==> src/rtl/mem_fetch_sequencer.sv <==
// mem_fetch_sequencer
//   Moore control sequencer for the LC-3 PC/MAR/MDR/IR path. It runs the
//   instruction fetch (MAR<-PC with PC<-PC+1, a timed memory read, MDR<-M,
//   IR<-MDR). After decode it serves load, store and PC-redirect requests.
//   Every output is decoded from the registered state, the wait counter and
//   the held redirect select.
//
// Ports
//   Clk          in   system clock, rising edge
//   Reset        in   asynchronous active-low reset
//   Run          in   starts fetching when high in IDLE
//   Halt         in   sampled in DECODE; returns the machine to IDLE
//   Ex_Op[1:0]   in   request sampled in DECODE: 00 fetch, 01 load, 10 store, 11 redirect
//   Ex_PCsel[1:0] in  PCMUX select for a redirect (01 bus, 10 addrmux)
//   LD_MAR/LD_MDR/LD_PC/LD_IR  out  register load strobes
//   PCMUX_select[1:0] out  00 PC+1, 01 bus, 10 addrmux
//   GatePC/GateMDR     out  bus drivers
//   MIO_EN       out  MDR input select (1 memory, 0 bus)
//   Mem_OE/Mem_WE out  memory read / write strobes
//   IR_Valid     out  one-cycle pulse in DECODE
//   Busy         out  high outside IDLE
module mem_fetch_sequencer #(
  parameter int unsigned MEM_WAIT = 2
) (
  input  logic       Clk,
  input  logic       Reset,
  input  logic       Run,
  input  logic       Halt,
  input  logic [1:0] Ex_Op,
  input  logic [1:0] Ex_PCsel,
  output logic       LD_MAR,
  output logic       LD_MDR,
  output logic       LD_PC,
  output logic       LD_IR,
  output logic [1:0] PCMUX_select,
  output logic       GatePC,
  output logic       GateMDR,
  output logic       MIO_EN,
  output logic       Mem_OE,
  output logic       Mem_WE,
  output logic       IR_Valid,
  output logic       Busy
);

  typedef enum logic [2:0] {
    S_IDLE,
    S_F_MAR,
    S_F_RD,
    S_F_IR,
    S_DECODE,
    S_LD_RD,
    S_ST_WR,
    S_REDIR
  } state_t;

  localparam logic [3:0] LP_CNT_INIT = 4'(MEM_WAIT - 1);

  state_t     r_state;
  state_t     w_state_next;
  logic [3:0] r_cnt;
  logic [3:0] w_cnt_next;
  logic [1:0] r_pcsel;
  logic [1:0] w_pcsel_next;
  logic       w_cnt_zero;

  assign w_cnt_zero = (r_cnt == 4'd0);

  always_ff @(posedge Clk or negedge Reset) begin
    if (!Reset) begin
      r_state <= S_IDLE;
      r_cnt   <= '0;
      r_pcsel <= '0;
    end else begin
      r_state <= w_state_next;
      r_cnt   <= w_cnt_next;
      r_pcsel <= w_pcsel_next;
    end
  end

  always_comb begin
    w_state_next = r_state;
    w_cnt_next   = r_cnt;
    w_pcsel_next = r_pcsel;
    case (r_state)
      S_IDLE:   if (Run) w_state_next = S_F_MAR;
      S_F_MAR: begin
        w_state_next = S_F_RD;
        w_cnt_next   = LP_CNT_INIT;
      end
      // Counter runs MEM_WAIT-1 down to 0, so each access lasts MEM_WAIT
      // cycles; it holds at 0 rather than wrapping.
      S_F_RD, S_LD_RD, S_ST_WR: begin
        if (w_cnt_zero) begin
          w_state_next = (r_state == S_F_RD) ? S_F_IR : S_F_MAR;
        end else begin
          w_cnt_next = r_cnt - 4'd1;
        end
      end
      S_F_IR:   w_state_next = S_DECODE;
      S_DECODE: begin
        w_pcsel_next = Ex_PCsel;
        if (Halt) begin
          w_state_next = S_IDLE;
        end else begin
          case (Ex_Op)
            2'b01: begin
              w_state_next = S_LD_RD;
              w_cnt_next   = LP_CNT_INIT;
            end
            2'b10: begin
              w_state_next = S_ST_WR;
              w_cnt_next   = LP_CNT_INIT;
            end
            2'b11:   w_state_next = S_REDIR;
            default: w_state_next = S_F_MAR;
          endcase
        end
      end
      S_REDIR:  w_state_next = S_F_MAR;
      default:  w_state_next = S_IDLE;
    endcase
  end

  always_comb begin
    LD_MAR       = 1'b0;
    LD_MDR       = 1'b0;
    LD_PC        = 1'b0;
    LD_IR        = 1'b0;
    PCMUX_select = 2'b00;
    GatePC       = 1'b0;
    GateMDR      = 1'b0;
    MIO_EN       = 1'b0;
    Mem_OE       = 1'b0;
    Mem_WE       = 1'b0;
    IR_Valid     = 1'b0;
    Busy         = (r_state != S_IDLE);
    case (r_state)
      S_F_MAR: begin
        GatePC = 1'b1;
        LD_MAR = 1'b1;
        LD_PC  = 1'b1;
      end
      S_F_RD, S_LD_RD: begin
        Mem_OE = 1'b1;
        MIO_EN = 1'b1;
        LD_MDR = w_cnt_zero;
      end
      S_F_IR: begin
        GateMDR = 1'b1;
        LD_IR   = 1'b1;
      end
      S_DECODE: IR_Valid = 1'b1;
      S_ST_WR:  Mem_WE   = 1'b1;
      S_REDIR: begin
        LD_PC = 1'b1;
        // Only bus and addrmux are real redirect sources; anything else
        // falls back to the PC+1 path.
        if ((r_pcsel == 2'b01) || (r_pcsel == 2'b10)) begin
          PCMUX_select = r_pcsel;
        end
      end
      default: ;
    endcase
  end

endmodule

==> config.mk <==
export PLATFORM = sky130hd
export DESIGN_NAME = mem_fetch_sequencer
export DESIGN_NICKNAME = d
export VERILOG_FILES = /design/src/rtl/mem_fetch_sequencer.sv
export SDC_FILE = /design/constraint.sdc
export NUM_CORES = 1
export LEC_CHECK = 0
export CAP_MARGIN = 0
export CORE_UTILIZATION = 49
export DETAILED_ROUTE_END_ITERATION = 10
export PLACE_DENSITY_LB_ADDON = 0.2
export SYNTH_ARGS = -nofsm -noshare
export SYNTH_HDL_FRONTEND = slang
export SYNTH_SLANG_ARGS = --single-unit
==> constraint.sdc <==
create_clock -name Clk -period 2.5 [get_ports Clk]
set_input_delay 0.75 -clock Clk [delete_from_list [all_inputs] [get_ports Clk]]
set_output_delay 0.75 -clock Clk [all_outputs]
set_load 0.1 [all_outputs]
### Word-level counts from Yosys, hierarchy flattened

Cells that the tools add are included.

| word-level totals | value |
|---|---|
| register bits after elaboration | 9 |
| input port bits | 8 |
| logic and storage cells | 51 |

| cells by class | value |
|---|---|
| add/subtract/negate cells | 1 |
| eq/ne operators | 17 |
| mux-type cells | 19 |
| reduce and logical (&&, ||, !) cells | 11 |

Operators by type and width:

| cell | count |
|---|---|
| 3-bit one-hot mux with 6 select lines | 1 |
| 3-bit == test (second input constant) | 4 |
| 4-bit two-way mux | 3 |
| 4-bit one-hot mux with 3 select lines | 1 |
| 2-bit inequality test (second input constant) | 5 |
| 3-bit two-way mux | 3 |
| 3-bit one-hot mux with 3 select lines | 1 |
| 1-bit two-way mux | 7 |
| 2-bit == test (second input constant) | 3 |
| 3-bit by 2-bit == test with 1-bit output (second input constant) | 2 |
| 2-bit two-way mux | 3 |
| 3-bit nonzero test | 2 |
| 2-bit OR reduction | 3 |
| 2-bit by 1-bit == test with 1-bit output (second input constant) | 2 |
| 4-bit zero test | 1 |
| 4-bit AND reduction | 1 |
| 4-bit by 1-bit subtractor with 4-bit output (second input constant) | 1 |
| 3-bit by 1-bit == test with 1-bit output (second input constant) | 1 |
| 3-bit zero test | 1 |
| 3-bit OR reduction | 1 |
| 2-bit AND reduction | 1 |
| 1-bit logical OR | 1 |

### Depth between registers and ports, before layout

Gate-level depths: netlist (run 1).

| logic depth | value |
|---|---|
| depth in word-level cells | 5 |
| gate-level depth with buffers | 7 |
| gate-level depth less buffers | 7 |

### Worst setup path before layout (run 1)

OpenSTA, ideal clock, no wires.

| timing | value |
|---|---|
| path kind | reg2out |
| start point | reg r_state[1] |
| end point | out LD_PC |
| arrival time | 3.043 ns |
| required time | 1.750 ns |
| setup slack | -1.293 ns |
| stages on the path, launching flop included | 5 |
| buffers on the path | 0 |
| cell sequence | dfrtp_1 -> inv_1 -> ha_1 -> nor2b_1 -> nand2b_1 |

| on the way | value |
|---|---|
| longest elaborated chain between the ends | 3 |
| elaborated cells between the ends (all ways) | 4 |
| those cells by class | eq/ne: 2; mux: 1; reduce/logical: 1 |

Ends and longest elaborated chain:

| what | RTL line | text |
|---|---|---|
| from (decl) | 58 | `state_t r_state;` |
| from (signal assigned) | 74 | `r_state <= w_state_next;` |
| 3-bit == test / 3-bit by 1-bit == test with 1-bit output (equally long branches) | 137 | `case (r_state)` |
| 2-bit OR reduction (no line) (*) | - |  |
| 1-bit two-way mux (*) | 137 |  |
| to (decl) | 33 | `output logic LD_PC,` |

Mark *: on every way between the ends. The rest lies on a longest branch, timed or not.

### Worst setup path in the final report (run 1)

| timing | value |
|---|---|
| start point | reg r_state[2] |
| end point | out LD_MDR |

| on the way | value |
|---|---|
| longest elaborated chain between the ends | 3 |
| elaborated cells between the ends (all ways) | 4 |
| those cells by class | eq/ne: 2; mux: 1; reduce/logical: 1 |

Ends and longest elaborated chain:

| what | RTL line | text |
|---|---|---|
| 3-bit by 2-bit == test with 1-bit output / 3-bit == test (equally long branches) | 137 |  |
| 2-bit OR reduction (*) | 137 |  |
| 1-bit two-way mux (*) | 137 |  |
| to (decl) | 32 | `output logic LD_MDR,` |

Marked as above.

==> results of run 1 <==
## cell usage after synthesis (all sizes together) (3+ instances only)
| master | n |
|---|---|
| nand2b | 3 |
| mux2 | 3 |
| ha | 7 |
| a21oi | 4 |
| nor2 | 4 |
| buf | 4 |
| nor3b | 6 |
| and2 | 3 |
| dfrtp | 9 |
| inv | 8 |
| o21ai | 5 |
## worst max-delay path: cells and delay by family (launching register included)
family | cells | cell delay, ns
mux | 1 | 0.45
simple gates | 1 | 0.16
flops | 1 | 0.63
buf+inv | 1 | 0.16
## metrics by stage
| step | util [%] | worst slack, ns | setup TNS, ns | cells | instance area, um^2 |
|---|---|---|---|---|---|
| floorplan | - | -0.1628 | -0.4253 | 77 | 759.5 |
| global placement | 79.61 | 0.2093 | 0 | 108 | 1075 |
| detailed placement | 79.61 | 0.1829 | 0 | 108 | 1075 |
| CTS | 81.56 | 0.04771 | 0 | 112 | 1101 |
| global route | 81.93 | 0.003434 | 0 | 112 | 1106 |
| finish | 81.93 | 0.09771 | 0 | 112 | 1106 |
## per-layer routing
metal,up-vias,share of wire [%],track usage (%)
li1,311,-,-
met1,288,36,22.07
met2,29,58,42.97
met3,7,4.7,4.891
met4,0,1.4,12.50
met5,-,0,0
## logic make-up after synthesis
| group | synth area share, % |
|---|---|
| AO/OA/AOI/OAI | 18.50 |
| adder cells (fa/ha/maj) | 11.88 |
| buffers and inverters | 9.337 |
| flip-flops | 30.56 |
| multiplexers | 4.584 |
| AND/OR/NAND/NOR | 25.13 |
## timing repair
action                                  CTS  global route
endpoints found under the setup margin    0             2
hold buffers                              0             0
resized for setup                         0             2
## state kept, by name (all words and copies together), names as in the netlist
signal / cells
r_state: 3
r_cnt: 4
r_pcsel: 2
## cell usage in the layout (no fill, tap or decap)
cell	netlist	layout
a2111oi_1	1	1
a21o_1	2	2
a21oi_1	3	3
a21oi_4	1	1
a22o_1	1	1
and2_1	3	2
and2_4	0	1
and4b_1	1	1
buf_12	0	13
clkbuf_1	0	1
clkbuf_4	0	3
clkdlybuf4s50_1	0	7
clkinv_2	1	1
dfrtp_1	9	9
ha_1	7	5
ha_2	0	2
inv_1	8	8
mux2_2	3	3
nand2_1	2	2
nand2b_1	3	2
nand2b_2	0	1
nand3_1	1	1
nand3b_1	1	1
nor2_1	4	4
nor2b_1	2	1
nor2b_4	0	1
nor3_1	2	2
nor3b_1	5	3
nor3b_2	0	2
nor3b_4	1	1
nor4b_1	1	1
o211ai_1	2	2
o21ai_0	4	4
o21ai_2	1	1
o221ai_2	1	1
o22ai_2	1	1
or2_1	1	1
or3b_1	1	1
## layout make-up
class,count,share of cell area [%]
Multi-Input combinational cell,55,42.53
Sequential cell,9,20.36
Inverter,9,3.167
Tap cell,15,1.697
Clock buffer,4,2.376
Timing Repair Buffer,20,29.86
## worst max-delay path by stage
stage	slack [ns]	cells past startpoint	end
global route	0.003	3	PCMUX_select[0]
floorplan	-0.16	3	PCMUX_select[0]
detailed placement	0.18	7	r_cnt[2]
CTS	0.05	5	LD_MDR
global placement	0.21	7	r_cnt[2]
finish	0.1	3	LD_MDR
==> results.rst, run 1 <==
.. list-table::
   :header-rows: 1

   * - Metric
     - Value
   * - Vias in the first global route
     - 590
   * - Worst setup SP type
     - flip-flop
   * - Core region area
     - 0.001350 mm^2
   * - Number of fillers in the final layout
     - 78
   * - Leading area contributor after synthesis
     - dfrtp_1
   * - Start point of the worst hold path
     - r_state[1]
   * - Row Count
     - 13
   * - Ys Warns
     - 0
   * - Net count of the finished layout
     - 113
   * - DIE WIDTH
     - 40.78 um
   * - Worst flop-to-flop path startpoint
     - r_state[0]
   * - Vias
     - 635
   * - Worst reg2reg path depth
     - 6
   * - Critical Path Sink Type
     - output port
   * - Reg area
     - 225.2 um^2
   * - Clock buffers created by TritonCTS
     - 3
   * - Number of max-slew violations in the final report
     - 0
   * - Worst Setup SP
     - r_state[2]
   * - Total setup buffers inserted after CTS
     - 0
   * - Minimum setup slack among reg-to-reg paths
     - 0.70 ns
   * - Initial detailed-routing violation count
     - 16
   * - Clock Skews
     - 0.006397 ns
   * - Overall routed net length
     - 1672 um
   * - Gr ovfl total
     - 0
   * - Maximum clock frequency
     - 0.4163 GHz
   * - Unrepaired setup endpoints after global routing
     - no
   * - Proportion of layout cells with a drive suffix above 1
     - 32.99%
   * - Die Ht
     - 40.78 um
   * - Worst hold path class
     - reg -> reg
   * - Post-synth top area share
     - 30.56%
   * - Number of enable flip-flop cells after synthesis
     - 0
   * - Cells along the critical path
     - mux2_2 > and2_4 > buf_12
   * - Global-route wire length before repair
     - 2415 um
   * - Number of sinks driven by the clock tree
     - 9
   * - Status
     - finished, final reports clean
   * - Avg Synthesized Cell Area
     - 9.571 um^2
   * - Reg clk slew, reported paths
     - 0.05 ns
   * - Period Utilization, post-route
     - 96.09%
   * - Async set-reset flop share out of synthesis
     - 100.0%
   * - Post-Syn Nets
     - 92
   * - Endpoint of the worst register-to-register path
     - r_cnt[2]
   * - Post-DR wirelength/cell
     - 14.93 um
   * - TritonCTS clock tree
     - yes
   * - Number of search-and-repair iterations in the first detailed-routing pass
     - 4
   * - Full die area
     - 0.001663 mm^2
   * - Largest fanout of any net on the critical path
     - 13
   * - Number of endpoints failing setup at the final stage
     - 0
   * - Number of antenna violations at the first check in global routing
     - 0
   * - Distinct cells, synth
     - 31
   * - Number of cells traversed by the worst hold path
     - 1
   * - Hold Path End
     - r_state[1]
   * - Growth of design area from synthesis to finish
     - 50.08%
   * - Final routed DRC violation total
     - 0
   * - Reported max-cap violation count
     - 0
   * - Skew-Pair Late Insertion Delay
     - 0.25 ns
   * - Clock period minus final worst setup slack
     - 2.402 ns
   * - Hold Violations, Final
     - 0
   * - Worst slew margin relative to its limit
     - 68.76%
   * - CTS Buffer Depth
     - 2
   * - ANT cells
     - 0
   * - Final GP Congestion
     - 0.7537
   * - Actual slew at the worst max-slew pin
     - 0.4686 ns
   * - Worst path required time
     - 1.75 ns
   * - Count of input and output buffers
     - 20
   * - Endpoint arrival time on the critical path
     - 1.65 ns
   * - Number of instances in the synthesized netlist
     - 77
   * - DP Wirelength
     - 1435 um
   * - Maximum number of pins on one net before global-route repair
     - 14
   * - Initial Utilization
     - 54.59%
   * - Synth Flop Type
     - dfrtp_1
   * - Clock H-tree levels
     - 1
   * - Post-route ant nets
     - 0
   * - Routed vias/inst
     - 5.670
   * - Tot GR Track Use
     - 22.65%
   * - Slowest-stage cell, CP
     - dfrtp_1
   * - Worst Path Class, Setup
     - reg -> out
   * - Area occupied by multi-input gates
     - 470.5 um^2
   * - Max incr delay on CP
     - 0.63 ns
   * - Buffer cell driving the clock tree root
     - clkbuf_4
   * - Worst hold slack
     - 0.5697 ns
   * - Biggest area contributors in the synthesized netlist
     - dfrtp_1 (31%), ha_1 (12%), nor3b_1 (5.1%)
   * - Post-synthesis sequential area ratio
     - 30.56%
   * - # IOs
     - 21
   * - FF+latch count, synth
     - 9
   * - Netlist Area Pre-Place
     - 737.0 um^2
Power of run 1 is not shown: default switching activity piles up to over one toggle a cycle in this logic, so the estimate is an artifact.
==> run 2: changes to the inputs <==
- CORE_MARGIN: default -> 2
- CORE_UTILIZATION: 49 -> 27
- SLEW_MARGIN: default -> 20
==> run 2 against run 1 <==
Against the previous run:
- clock skew is 0.0013 ns higher
- critical endpoint unchanged
- utilization is 37 points lower
- count of clock-buffer cells in the layout stayed put
- via count stayed put
- maximum frequency is 0.74% higher
- setup slack better by 0.018 ns
- critical path type unchanged
- routed wire length is 4.7% lower
- global-route usage is 12 points lower
- largest cell class unchanged
- final cell count is 14% higher
==> results.rst, run 2 (synthesis gave the netlist of run 1 again) <==
.. list-table::
   :header-rows: 1

   * - Metric
     - Value
   * - Clock period minus final worst setup slack
     - 2.385 ns (was 2.402 ns)
   * - Setup slack after placement
     - 0.1830 ns (was 0.1829 ns)
   * - Global-route track usage on met1
     - 11.28% (was 22.07%)
   * - Number of max-slew violations in the final report
     - 0 (unchanged)
   * - DP Wirelength
     - 1310 um (was 1435 um)
   * - Buf+Inv Stages, Crit Path
     - 2 (was 1)
   * - Max incr delay on CP
     - 0.41 ns (was 0.63 ns)
   * - TritonCTS clock tree
     - yes (unchanged)
   * - Unrepaired setup endpoints after global routing
     - no (unchanged)
   * - Global-route wire length before repair
     - 2608 um (was 2415 um)
   * - Largest fanout of any net on the critical path
     - 6 (was 13)
   * - # IOs
     - 21 (unchanged)
   * - Routed vias/inst
     - 4.961 (was 5.670)
   * - Total setup buffers inserted after CTS
     - 0 (unchanged)
   * - Regs by FF count
     - r_cnt: 4 flops, r_state: 3 flops, r_pcsel: 2 flops (unchanged)
   * - Most common cell after layout, fill and taps aside
     - buf_12 (unchanged)
   * - Worst Path Class, Setup
     - reg -> out (unchanged)
   * - Vias
     - 635 (unchanged)
   * - Post-DR wirelength/cell
     - 12.45 um (was 14.93 um)
   * - Maximum clock frequency
     - 0.4193 GHz (was 0.4163 GHz)
   * - Worst setup SP type
     - flip-flop (unchanged)
   * - Worst slew margin relative to its limit
     - 72.48% (was 68.76%)
   * - Number of cells traversed by the worst hold path
     - 1 (unchanged)
   * - Proportion of layout cells with a drive suffix above 1
     - 33.67% (was 32.99%)
   * - CTS Buffer Depth
     - 2 (unchanged)
   * - ANT cells
     - 0 (unchanged)
   * - Number of sinks driven by the clock tree
     - 9 (unchanged)
   * - Maximum number of pins on one net before global-route repair
     - 10 (was 14)
   * - Vias in the first global route
     - 618 (was 590)
   * - PnR worst setup slack
     - 0.1153 ns (was 0.09771 ns)
   * - Final GP Congestion
     - 0.7479 (was 0.7537)
   * - Row Count
     - 18 (was 13)
   * - Skew-Pair Late Insertion Delay
     - 0.26 ns (was 0.25 ns)
   * - Status
     - finished, final reports clean (unchanged)
   * - Final routed DRC violation total
     - 0 (unchanged)
   * - DIE WIDTH
     - 56.25 um (was 40.78 um)
   * - Growth of design area from synthesis to finish
     - 53.65% (was 50.08%)
   * - Largest reg by FF count
     - r_cnt (unchanged)
   * - Full die area
     - 0.003164 mm^2 (was 0.001663 mm^2)
   * - Buffer cell driving the clock tree root
     - clkbuf_4 (unchanged)
   * - Initial Utilization
     - 29.22% (was 54.59%)
   * - Post-cts gate resize count
     - 0 (unchanged)
   * - Highest-count cells in the layout ignoring fill and taps
     - buf_12 (13), dfrtp_1 (9), inv_1 (8), clkdlybuf4s50_1 (7), ha_1 (5) (unchanged)
   * - Reg clk slew, reported paths
     - 0.06 ns (was 0.05 ns)
   * - Number of endpoints failing setup at the final stage
     - 0 (unchanged)
   * - Global Route met3 Usage
     - 4.186% (was 4.891%)
   * - Largest register FFs
     - 4 (unchanged)
   * - Number of antenna violations at the first check in global routing
     - 0 (unchanged)
   * - Worst flop-to-flop path startpoint
     - r_state[1] (was r_state[0])
   * - Reported max-cap violation count
     - 0 (unchanged)
   * - Slowest-stage cell, CP
     - dfrtp_1 (unchanged)
   * - Tot GR Track Use
     - 10.46% (was 22.65%)
   * - Met2 usage in global routing
     - 19.16% (was 42.97%)
   * - Gr ovfl total
     - 0 (unchanged)
   * - Number of fillers in the final layout
     - 243 (was 78)
   * - Clock buffers created by TritonCTS
     - 3 (unchanged)
   * - Final cell count without fillers
     - 128 (was 112)
   * - Endpoint of the worst register-to-register path
     - r_state[1] (was r_cnt[2])
   * - Clock Skews
     - 0.007714 ns (was 0.006397 ns)
   * - Worst reg2reg path depth
     - 6 (unchanged)
   * - Hold Violations, Final
     - 0 (unchanged)
   * - Die Ht
     - 56.25 um (was 40.78 um)
   * - Number of search-and-repair iterations in the first detailed-routing pass
     - 4 (unchanged)
   * - Overall routed net length
     - 1594 um (was 1672 um)
   * - Actual slew at the worst max-slew pin
     - 0.4116 ns (was 0.4686 ns)
   * - Period Utilization, post-route
     - 95.39% (was 96.09%)
   * - Number of placed instances with taps included
     - 124 (was 108)
   * - Net count of the finished layout
     - 114 (was 113)
   * - Number of hold buffers added after CTS
     - 0 (unchanged)
   * - Minimum setup slack among reg-to-reg paths
     - 0.71 ns (was 0.70 ns)
   * - Start point of the worst hold path
     - r_pcsel[0] (was r_state[1])
   * - Cells along the critical path
     - inv_1 > ha_2 > mux2_2 > and2_4 > buf_12 (was mux2_2 > and2_4 > buf_12)
   * - Count of input and output buffers
     - 20 (unchanged)
   * - Clock H-tree levels
     - 1 (unchanged)
   * - Crit-path leading delay family
     - flip-flops (unchanged)
   * - Critical Path Sink Type
     - output port (unchanged)
   * - Initial detailed-routing violation count
     - 7 (was 16)
   * - Core region area
     - 0.002522 mm^2 (was 0.001350 mm^2)
   * - Worst hold path class
     - reg -> reg (unchanged)
   * - Endpoint arrival time on the critical path
     - 1.63 ns (was 1.65 ns)
   * - Cell area after layout
     - 0.001132 mm^2 (was 0.001106 mm^2)
   * - GRT Max-Usage Layer
     - met2 (unchanged)
   * - Post-route ant nets
     - 0 (unchanged)
   * - Instance area at placement
     - 0.001101 mm^2 (was 0.001075 mm^2)
   * - Worst path required time
     - 1.75 ns (about the same)
   * - Hold Path End
     - r_pcsel[0] (was r_state[1])
   * - Final core utilization
     - 44.89% (was 81.93%)
[run 2: how the worst max path moves through the flow]
stage / from / slack [ns] / depth (start not counted) / end
floorplan: r_state[2] / -0.16 / 3 / PCMUX_select[0]
global placement: Ex_Op[1] / 0.21 / 7 / r_cnt[2]
detailed placement: Ex_Op[1] / 0.18 / 7 / r_cnt[2]
CTS: r_state[0] / 0.03 / 5 / LD_MDR
global route: r_state[1] / 0.03 / 5 / LD_PC
finish: r_state[0] / 0.12 / 5 / LD_MDR
[run 2: area by class of cell]
type                            instances  area, um^2  share of cell area (%)
Inverter                                9       35.03                   3.094
Multi-Input combinational cell         55       470.5                   41.55
Timing Repair Buffer                   21       337.8                   29.83
Clock buffer                            4       26.28                   2.320
Sequential cell                         9       225.2                   19.89
Tap cell                               30       37.54                   3.315
[run 2: worst reg2reg max path, stage by stage (launching register included)]
cell and delay, ns:
dfrtp_1 0.40, inv_1 0.08, ha_2 0.23, a21oi_4 0.28
o22ai_2 0.16, a2111oi_1 0.44, a21o_1 0.14
[run 2: metal layers]
| layer | up-vias | share of wire (%) |
|---|---|---|
| met1 | 307 | 43 |
| met4 | 0 | 0 |
| met2 | 18 | 53 |
| met3 | 0 | 4.6 |
| li1 | 310 | - |
| met5 | - | 0 |
[run 2: stage by stage]
step	TNS, ns	hold WS [ns]
2_1_floorplan	-0.4253	0.4544
3_3_place_gp	0	0.5371
3_5_place_dp	0	0.5489
4_1_cts	0	0.5596
5_1_grt	0	0.5799
6_report	0	0.5543
Power of run 2 is left out for the same reason.
